==> config.mk <==
export PLATFORM = sky130hd
export DESIGN_NAME = five_in_one
export DESIGN_NICKNAME = d
export VERILOG_FILES = /design/src/rtl/five_in_one_pkg.sv /design/src/rtl/five_in_one_alu.sv /design/src/rtl/five_in_one.sv
export SDC_FILE = /design/constraint.sdc
export NUM_CORES = 1
export LEC_CHECK = 0
export BUFFER_PORTS_ARGS = -buffer_cell sky130_fd_sc_hd__buf_2
export CAP_MARGIN = 20
export CELL_PAD_IN_SITES_DETAIL_PLACEMENT = 1
export CELL_PAD_IN_SITES_GLOBAL_PLACEMENT = 2
export CORE_MARGIN = 2
export CORE_UTILIZATION = 45
export CTS_CLUSTER_DIAMETER = 60
export DETAILED_ROUTE_END_ITERATION = 8
export PLACE_DENSITY_LB_ADDON = 0.1
export SYNTH_ARGS = -nofsm -noshare
export SYNTH_HDL_FRONTEND = slang
export SYNTH_SLANG_ARGS = --single-unit
==> constraint.sdc <==
create_clock -name clk -period 13.4 [get_ports clk]
set_input_delay 2.68 -clock clk [delete_from_list [all_inputs] [get_ports clk]]
set_output_delay 2.68 -clock clk [all_outputs]
set_load 0.02 [all_outputs]
==> src/rtl/five_in_one_pkg.sv <==
// five_in_one_pkg
// Shared definitions for the five_in_one datapath: field widths, ALU opcode
// constants, next-PC and write-back select encodings, and the packed layouts
// of the two pipeline registers.
package five_in_one_pkg;

  localparam int DATA_W     = 8;
  localparam int PC_W       = 5;
  localparam int REG_ADDR_W = 2;
  localparam int IMM_W      = 4;
  localparam int MEM_ADDR_W = 4;
  localparam int NUM_REGS   = 4;
  localparam int MEM_DEPTH  = 16;
  localparam int OUT_W      = 7;

  // ALU opcodes; codes 11-15 are unnamed and pass A through
  typedef enum logic [3:0] {
    OP_PASS_B = 4'd0,
    OP_ADD    = 4'd1,
    OP_SUB    = 4'd2,
    OP_AND    = 4'd3,
    OP_OR     = 4'd4,
    OP_XOR    = 4'd5,
    OP_NOT_A  = 4'd6,
    OP_SHL    = 4'd7,
    OP_SHR    = 4'd8,
    OP_INC    = 4'd9,
    OP_DEC    = 4'd10
  } alu_op_e;

  // Next-PC select encodings
  typedef enum logic [1:0] {
    PC_SEL_INC    = 2'b00,
    PC_SEL_TARGET = 2'b01,
    PC_SEL_LR     = 2'b10,
    PC_SEL_ZERO   = 2'b11
  } pc_sel_e;

  // Write-back select encodings
  typedef enum logic [1:0] {
    WB_SEL_ALU = 2'b00,
    WB_SEL_MEM = 2'b01,
    WB_SEL_LR  = 2'b10,
    WB_SEL_IN  = 2'b11
  } wb_sel_e;

  // EX/MEM pipeline register contents
  typedef struct packed {
    logic [DATA_W-1:0]     alu;
    logic [DATA_W-1:0]     store;
    logic [REG_ADDR_W-1:0] rd;
  } ex_mem_t;

  // MEM/WB pipeline register contents
  typedef struct packed {
    logic [DATA_W-1:0]     value;
    logic [REG_ADDR_W-1:0] rd;
  } mem_wb_t;

endpackage

==> src/rtl/five_in_one_alu.sv <==
// five_in_one_alu
// Purely combinational 8-bit ALU. All arithmetic is modulo 256 with the
// carry discarded.
// Ports:
//   op_i     - 4-bit operation code (see alu_op_e)
//   a_i      - operand A
//   b_i      - operand B
//   result_o - 8-bit result
module five_in_one_alu
  import five_in_one_pkg::*;
(
  input  logic [3:0]        op_i,
  input  logic [DATA_W-1:0] a_i,
  input  logic [DATA_W-1:0] b_i,
  output logic [DATA_W-1:0] result_o
);

  // Operation decode; any unnamed opcode passes A through unchanged
  always_comb begin
    result_o = a_i;
    case (op_i)
      OP_PASS_B: result_o = b_i;
      OP_ADD:    result_o = a_i + b_i;
      OP_SUB:    result_o = a_i - b_i;
      OP_AND:    result_o = a_i & b_i;
      OP_OR:     result_o = a_i | b_i;
      OP_XOR:    result_o = a_i ^ b_i;
      OP_NOT_A:  result_o = ~a_i;
      OP_SHL:    result_o = {a_i[DATA_W-2:0], 1'b0};
      OP_SHR:    result_o = {1'b0, a_i[DATA_W-1:1]};
      OP_INC:    result_o = a_i + 8'd1;
      OP_DEC:    result_o = a_i - 8'd1;
      default:   result_o = a_i;
    endcase
  end

endmodule

==> src/rtl/five_in_one.sv <==
// five_in_one
// Externally sequenced five-stage datapath: PC/LR/IR fetch state, a 4x8
// register file, the ALU with N/Z flags, an EX/MEM register, a 16x8 data
// memory and a MEM/WB register feeding register write-back. Every stage is
// driven by its own enable, so all updates happen on one edge from pre-edge
// values.
// Ports:
//   clk, rst     - clock and asynchronous active-high reset
//   in           - instruction / input-port byte
//   PCCR, mux1CR - PC (and IR) load enable, next-PC select
//   LRCR         - link register load (LR <= PC+1)
//   RegCR        - register-file write enable
//   mux2CR       - ALU B select (R[rs] or zero-extended imm4)
//   OPALU        - ALU opcode
//   NFCR, ZFCR   - negative/zero flag update enables
//   Reg1CR       - EX/MEM load enable
//   DMCR         - data memory write enable
//   Reg2CR       - MEM/WB load enable
//   WBCR         - write-back select
//   Oi           - current PC
//   IFgn, IFgz   - registered N and Z flags
//   Reg1_out     - EX/MEM ALU result bits [6:0]
//   Reg2_out     - MEM/WB value bits [6:0]
module five_in_one
  import five_in_one_pkg::*;
(
  input  logic              clk,
  input  logic              rst,
  input  logic [DATA_W-1:0] in,
  input  logic              PCCR,
  input  logic [1:0]        mux1CR,
  input  logic              LRCR,
  input  logic              RegCR,
  input  logic              mux2CR,
  input  logic [3:0]        OPALU,
  input  logic              NFCR,
  input  logic              ZFCR,
  input  logic              Reg1CR,
  input  logic              DMCR,
  input  logic              Reg2CR,
  input  logic [1:0]        WBCR,
  output logic [PC_W-1:0]   Oi,
  output logic              IFgn,
  output logic              IFgz,
  output logic [OUT_W-1:0]  Reg1_out,
  output logic [OUT_W-1:0]  Reg2_out
);

  logic [PC_W-1:0]   pc_q, pc_d;
  logic [PC_W-1:0]   lr_q, lr_d;
  logic [DATA_W-1:0] ir_q, ir_d;
  logic              negFlag_q, negFlag_d;
  logic              zeroFlag_q, zeroFlag_d;
  ex_mem_t           exMem_q, exMem_d;
  mem_wb_t           memWb_q, memWb_d;

  logic [DATA_W-1:0] regFile_q [NUM_REGS];
  logic [DATA_W-1:0] dataMem_q [MEM_DEPTH];

  logic [REG_ADDR_W-1:0] rdField;
  logic [REG_ADDR_W-1:0] rsField;
  logic [IMM_W-1:0]      immField;
  logic [PC_W-1:0]       pcPlusOne;
  logic [DATA_W-1:0]     opA;
  logic [DATA_W-1:0]     opB;
  logic [DATA_W-1:0]     aluResult;
  logic [DATA_W-1:0]     memReadData;
  logic [MEM_ADDR_W-1:0] memAddr;

  // Instruction fields come from the latched IR, never directly from in
  assign rdField  = ir_q[7:6];
  assign rsField  = ir_q[5:4];
  assign immField = ir_q[3:0];

  // PC+1 naturally wraps 31 -> 0 in the 5-bit adder
  assign pcPlusOne = pc_q + 5'd1;

  // Register reads are combinational and see only pre-edge contents, so a
  // write on the same edge is not forwarded
  assign opA = regFile_q[rdField];
  assign opB = mux2CR ? {{(DATA_W-IMM_W){1'b0}}, immField} : regFile_q[rsField];

  five_in_one_alu u_alu (
    .op_i     (OPALU),
    .a_i      (opA),
    .b_i      (opB),
    .result_o (aluResult)
  );

  // Data memory is addressed by the low nibble of the EX/MEM ALU result
  assign memAddr     = exMem_q.alu[MEM_ADDR_W-1:0];
  assign memReadData = dataMem_q[memAddr];

  // Next-state for fetch state, flags and pipeline registers; each enable
  // acts independently and holds its register when low
  always_comb begin
    pc_d       = pc_q;
    lr_d       = lr_q;
    ir_d       = ir_q;
    negFlag_d  = negFlag_q;
    zeroFlag_d = zeroFlag_q;
    exMem_d    = exMem_q;
    memWb_d    = memWb_q;

    if (PCCR) begin
      ir_d = in;
      case (mux1CR)
        PC_SEL_INC:    pc_d = pcPlusOne;
        PC_SEL_TARGET: pc_d = in[PC_W-1:0];
        PC_SEL_LR:     pc_d = lr_q;
        PC_SEL_ZERO:   pc_d = '0;
        default:       pc_d = pc_q;
      endcase
    end

    if (LRCR) begin
      lr_d = pcPlusOne;
    end

    if (NFCR) begin
      negFlag_d = aluResult[DATA_W-1];
    end
    if (ZFCR) begin
      zeroFlag_d = (aluResult == '0);
    end

    if (Reg1CR) begin
      exMem_d.alu   = aluResult;
      exMem_d.store = regFile_q[rsField];
      exMem_d.rd    = rdField;
    end

    if (Reg2CR) begin
      case (WBCR)
        WB_SEL_ALU: memWb_d.value = exMem_q.alu;
        WB_SEL_MEM: memWb_d.value = memReadData;
        WB_SEL_LR:  memWb_d.value = {{(DATA_W-PC_W){1'b0}}, lr_q};
        WB_SEL_IN:  memWb_d.value = in;
        default:    memWb_d.value = memWb_q.value;
      endcase
      memWb_d.rd = exMem_q.rd;
    end
  end

  // Scalar state registers; reset overrides every enable
  always_ff @(posedge clk or posedge rst) begin
    if (rst) begin
      pc_q       <= '0;
      lr_q       <= '0;
      ir_q       <= '0;
      negFlag_q  <= 1'b0;
      zeroFlag_q <= 1'b0;
      exMem_q    <= '0;
      memWb_q    <= '0;
    end else begin
      pc_q       <= pc_d;
      lr_q       <= lr_d;
      ir_q       <= ir_d;
      negFlag_q  <= negFlag_d;
      zeroFlag_q <= zeroFlag_d;
      exMem_q    <= exMem_d;
      memWb_q    <= memWb_d;
    end
  end

  // Register file write-back from MEM/WB
  always_ff @(posedge clk or posedge rst) begin
    if (rst) begin
      for (int i = 0; i < NUM_REGS; i++) begin
        regFile_q[i] <= '0;
      end
    end else if (RegCR) begin
      regFile_q[memWb_q.rd] <= memWb_q.value;
    end
  end

  // Data memory is built from resettable flops so it clears with rst
  always_ff @(posedge clk or posedge rst) begin
    if (rst) begin
      for (int i = 0; i < MEM_DEPTH; i++) begin
        dataMem_q[i] <= '0;
      end
    end else if (DMCR) begin
      dataMem_q[memAddr] <= exMem_q.store;
    end
  end

  assign Oi       = pc_q;
  assign IFgn     = negFlag_q;
  assign IFgz     = zeroFlag_q;
  assign Reg1_out = exMem_q.alu[OUT_W-1:0];
  assign Reg2_out = memWb_q.value[OUT_W-1:0];

endmodule

==> results.toml <==
[logic_synthesis]
synth_top_family_by_area = "multiplexers"
yosysTopAreaCell = "dfrtp_1"
synthAdderAreaFrac = 0.0298
yosys.cell_types.count = 59
ys_warn_count = 0
dominantRegCellSynth = "dfrtp_1"
synthTopCellsByCount = "dfrtp_1, mux2_2, mux4_2, nor2_1, clkbuf_1"
syn_area_um2 = 11200
syn_inst = 866
synth-edff-count = 0
synth-compound-area-share = 0.0699
syn_nets = 919
yosysMostFrequentCell = "dfrtp_1"
syn_avg_cell_area_um2 = 12.9
synth-async-reset-ratio = 1.00
yosys.area_share.simple = 0.0586
ys_top_cells_by_area = "dfrtp_1, mux2_2, mux4_2, ha_1, nor2_1"
synth-seq-area-share = 0.466
synth_top_cell_area_share = 0.466
synth_xor_area_frac = 0.0102
synth_seq_cells = 208
synth_mux_area_frac = 0.328

[placement]
routabilityCongestion = 0.858
dpl_cell_area_um2 = 11500
port-buffer-count = 47
dp_hpwl_um = 21200

[pwr]
clockPowerShare = 0.242
power.internal_mw = 1.97
pwr-share-comb = 0.387
p_per_area_nw_per_um2 = 243
power.leakage_nw = 5.44
sw_frac_of_total = 0.351
power_frac_seq = 0.371
switchingPower_mw = 1.07
ir_drop_uv = 113
power.total_mw = 3.04

[timing]
period_minus_slack_ns = 5.95
fmax_mhz = 168
skew_ns = 0.00927
fin_hold_ws_ns = 0.491
worstMarginPinSlew_ns = 1.04
finalSetupViolations = 0
rsz0062_at_grt = "false"
max-slew-margin-rel = 0.303
hold_violations = 0
finalSetupTns_ns = 0
finalCritPeriodShare = 0.444
slew_viol_final = 0

[global_route]
grt_pass1_wl_um = 47900
grt_usage = 0.237
grt_pass1_vias = 8065
grt_max_degree = 124
gr-total-overflow = 0
antenna_found_initial = 0

[critical_path]
worstSetupEndpointType = "register"
crit_fanout = 8
r2r-start = "ir_q[4]$_DFFE_PP0P_"
worst_r2r_path_depth = 15
path_delay_family = "compound AO/OA/AOI/OAI gates"
crit_arrival_ns = 6.37
cp-start-kind = "primary input"
cp_num_cells = 15
cpMaxStageDelayCell = "fa_1"
cpPeakStageDelay_ns = 0.51
worstSetupPathType = "primary input to register"
path_buf_inv = 1
cp.required_ns = 13.81
crit_path_cell_trace = "buf_2 -> mux2i_1 -> ha_1 -> o21bai_1 -> nand2_1 -> o311ai_0 -> fa_1 -> nor2b_1 -> o31a_1 -> a21oi_1 -> a221oi_1 -> o21ai_0 -> nor4b_1 -> nand3_1 -> o41ai_1"
crit_start = "mux2CR"

[layout]
syn2layout_area_growth_pct = 11.7
drive_above_1_share = 0.394
nFillCells = 2421
diodes = 0
fin_nets = 930
final_area_um2 = 12500

[detailed_routing]
drt_first_iter_violations = 329
routed_wl_um = 30000
via_per_inst = 5.96
postRouteAntennaNets = 0
vias = 7263
drc = 0
wire_per_inst_um = 24.6
drtPass1Iterations = 4

[clock_tree]
clkTransAtPathRegs_ns = 0.06
cts_setup_buffers = 0
cts_buffers = 25
hold_buffers = 0
cts_resized = 0
htreeDepth = 1
clockRootBuffer = "clkbuf_16"
cts_tree = "built"
clock-sinks = 208
clk_path_buf_depth = 3
clock_latency_ns = 0.53

[floorplan]
fp-row-count = 57
fp.coreArea_um2 = 24300
die_area_um2 = 26100
ios = 48
start_util = 0.459
die_h_um = 162
die_w_um = 162

[worst_hold_path]
hp-class = "register to register"
min_from = "dataMem_q[118]$_DFFE_PP0P_"
worstHoldPathCells = 2

[flow_run]
maxCapViolations = 0

[status]
status = "complete, no violations"
-- cell type report --
| type | instances | area, um2 | share of cell area |
|---|---|---|---|
| sequential | 208 | 5210 | 0.417 |
| inverter | 26 | 105 | 0.00842 |
| multi-input combinational | 564 | 5550 | 0.445 |
| clock buffer | 33 | 696 | 0.0558 |
| tap | 324 | 405 | 0.0325 |
| clock inverter | 12 | 218 | 0.0174 |
| timing repair buffer | 52 | 293 | 0.0235 |
-- through the flow --
stage	cells	utilization	worst slack, ns
floorplan	866	-	5.04
global placement	1173	0.474	7.07
detailed placement	1173	0.474	6.91
CTS	1218	0.512	7.42
global route	1219	0.513	6.98
finish	1219	0.513	7.45
-- registers in the layout, indices dropped and copies added, names as in the netlist --
register and flops:
ir_q 8, regFile_q 32, IFgz 1, IFgn 1, exMem_q 11, dataMem_q 128
Oi 5, Reg2_out 7, memWb_q 3, Reg1_out 7, lr_q 5
-- cells by family after synthesis --
| kind of cell | count (synthesis) |
|---|---|
| mux | 267 |
| simple gates | 137 |
| flops | 208 |
| xor+xnor | 13 |
| buf+inv | 94 |
| fa+ha+maj | 26 |
| compound gates | 121 |
-- power by group through the flow --
stage	logic (mW)	clock network, mW	registers [mW]
2_1_floorplan	0.949	0	1.02
3_3_place_gp	1.14	0	1.09
3_5_place_dp	1.18	0	1.13
4_1_cts	1.19	0.752	1.13
5_1_grt	1.27	0.778	1.17
6_report	1.18	0.736	1.13
-- path summary, 6_finish.rpt --
| check | end | slack [ns] |
|---|---|---|
| worst max-delay path | IFgz$_DFFE_PP0P_ | 7.45 |
| worst min-delay path | dataMem_q[118]$_DFFE_PP0P_ | 0.49 |
| worst max register to register | IFgz$_DFFE_PP0P_ | 8.46 |
| worst min register to register | dataMem_q[118]$_DFFE_PP0P_ | 0.49 |
| max in group asynchronous | dataMem_q[86]$_DFFE_PP0P_ | 9.76 |
| min in group asynchronous | regFile_q[5]$_DFFE_PP0P_ | 2.30 |
-- cell usage in the layout, fill, tap and decap left out, types with 5 or more instances in the layout --
master	n
a31oi_1	9
inv_1	24
xnor2_1	9
or3_1	5
nor3_1	5
o21ai_0	21
bufinv_16	5
ha_1	25
o21a_1	6
mux2i_1	14
o22ai_1	6
nand2b_1	13
o211ai_1	5
o22a_1	6
nor2_1	53
mux2_2	193
nand2_1	24
mux4_2	55
buf_2	47
a21oi_1	36
clkbuf_16	25
dfrtp_1	207
nor2b_1	5
nand3_1	16
-- worst min-delay path, cell delays in order, from the launching register on --
cell     delay [ns]
dfrtp_1        0.35
nand2_1        0.05
o21ai_0        0.06
-- layer usage --
layer | part of all wire | wire length, um | vias to the layer above | GRT usage
met1 | 0.42 | 12500 | 3873 | 0.303
met4 | 0.025 | 739 | 0 | 0.0641
met2 | 0.53 | 15800 | 116 | 0.429
li1 | - | - | 3224 | -
met3 | 0.030 | 906 | 50 | 0.0272
met5 | 0 | 0 | - | 0
(Power assumes the default switching activity.)
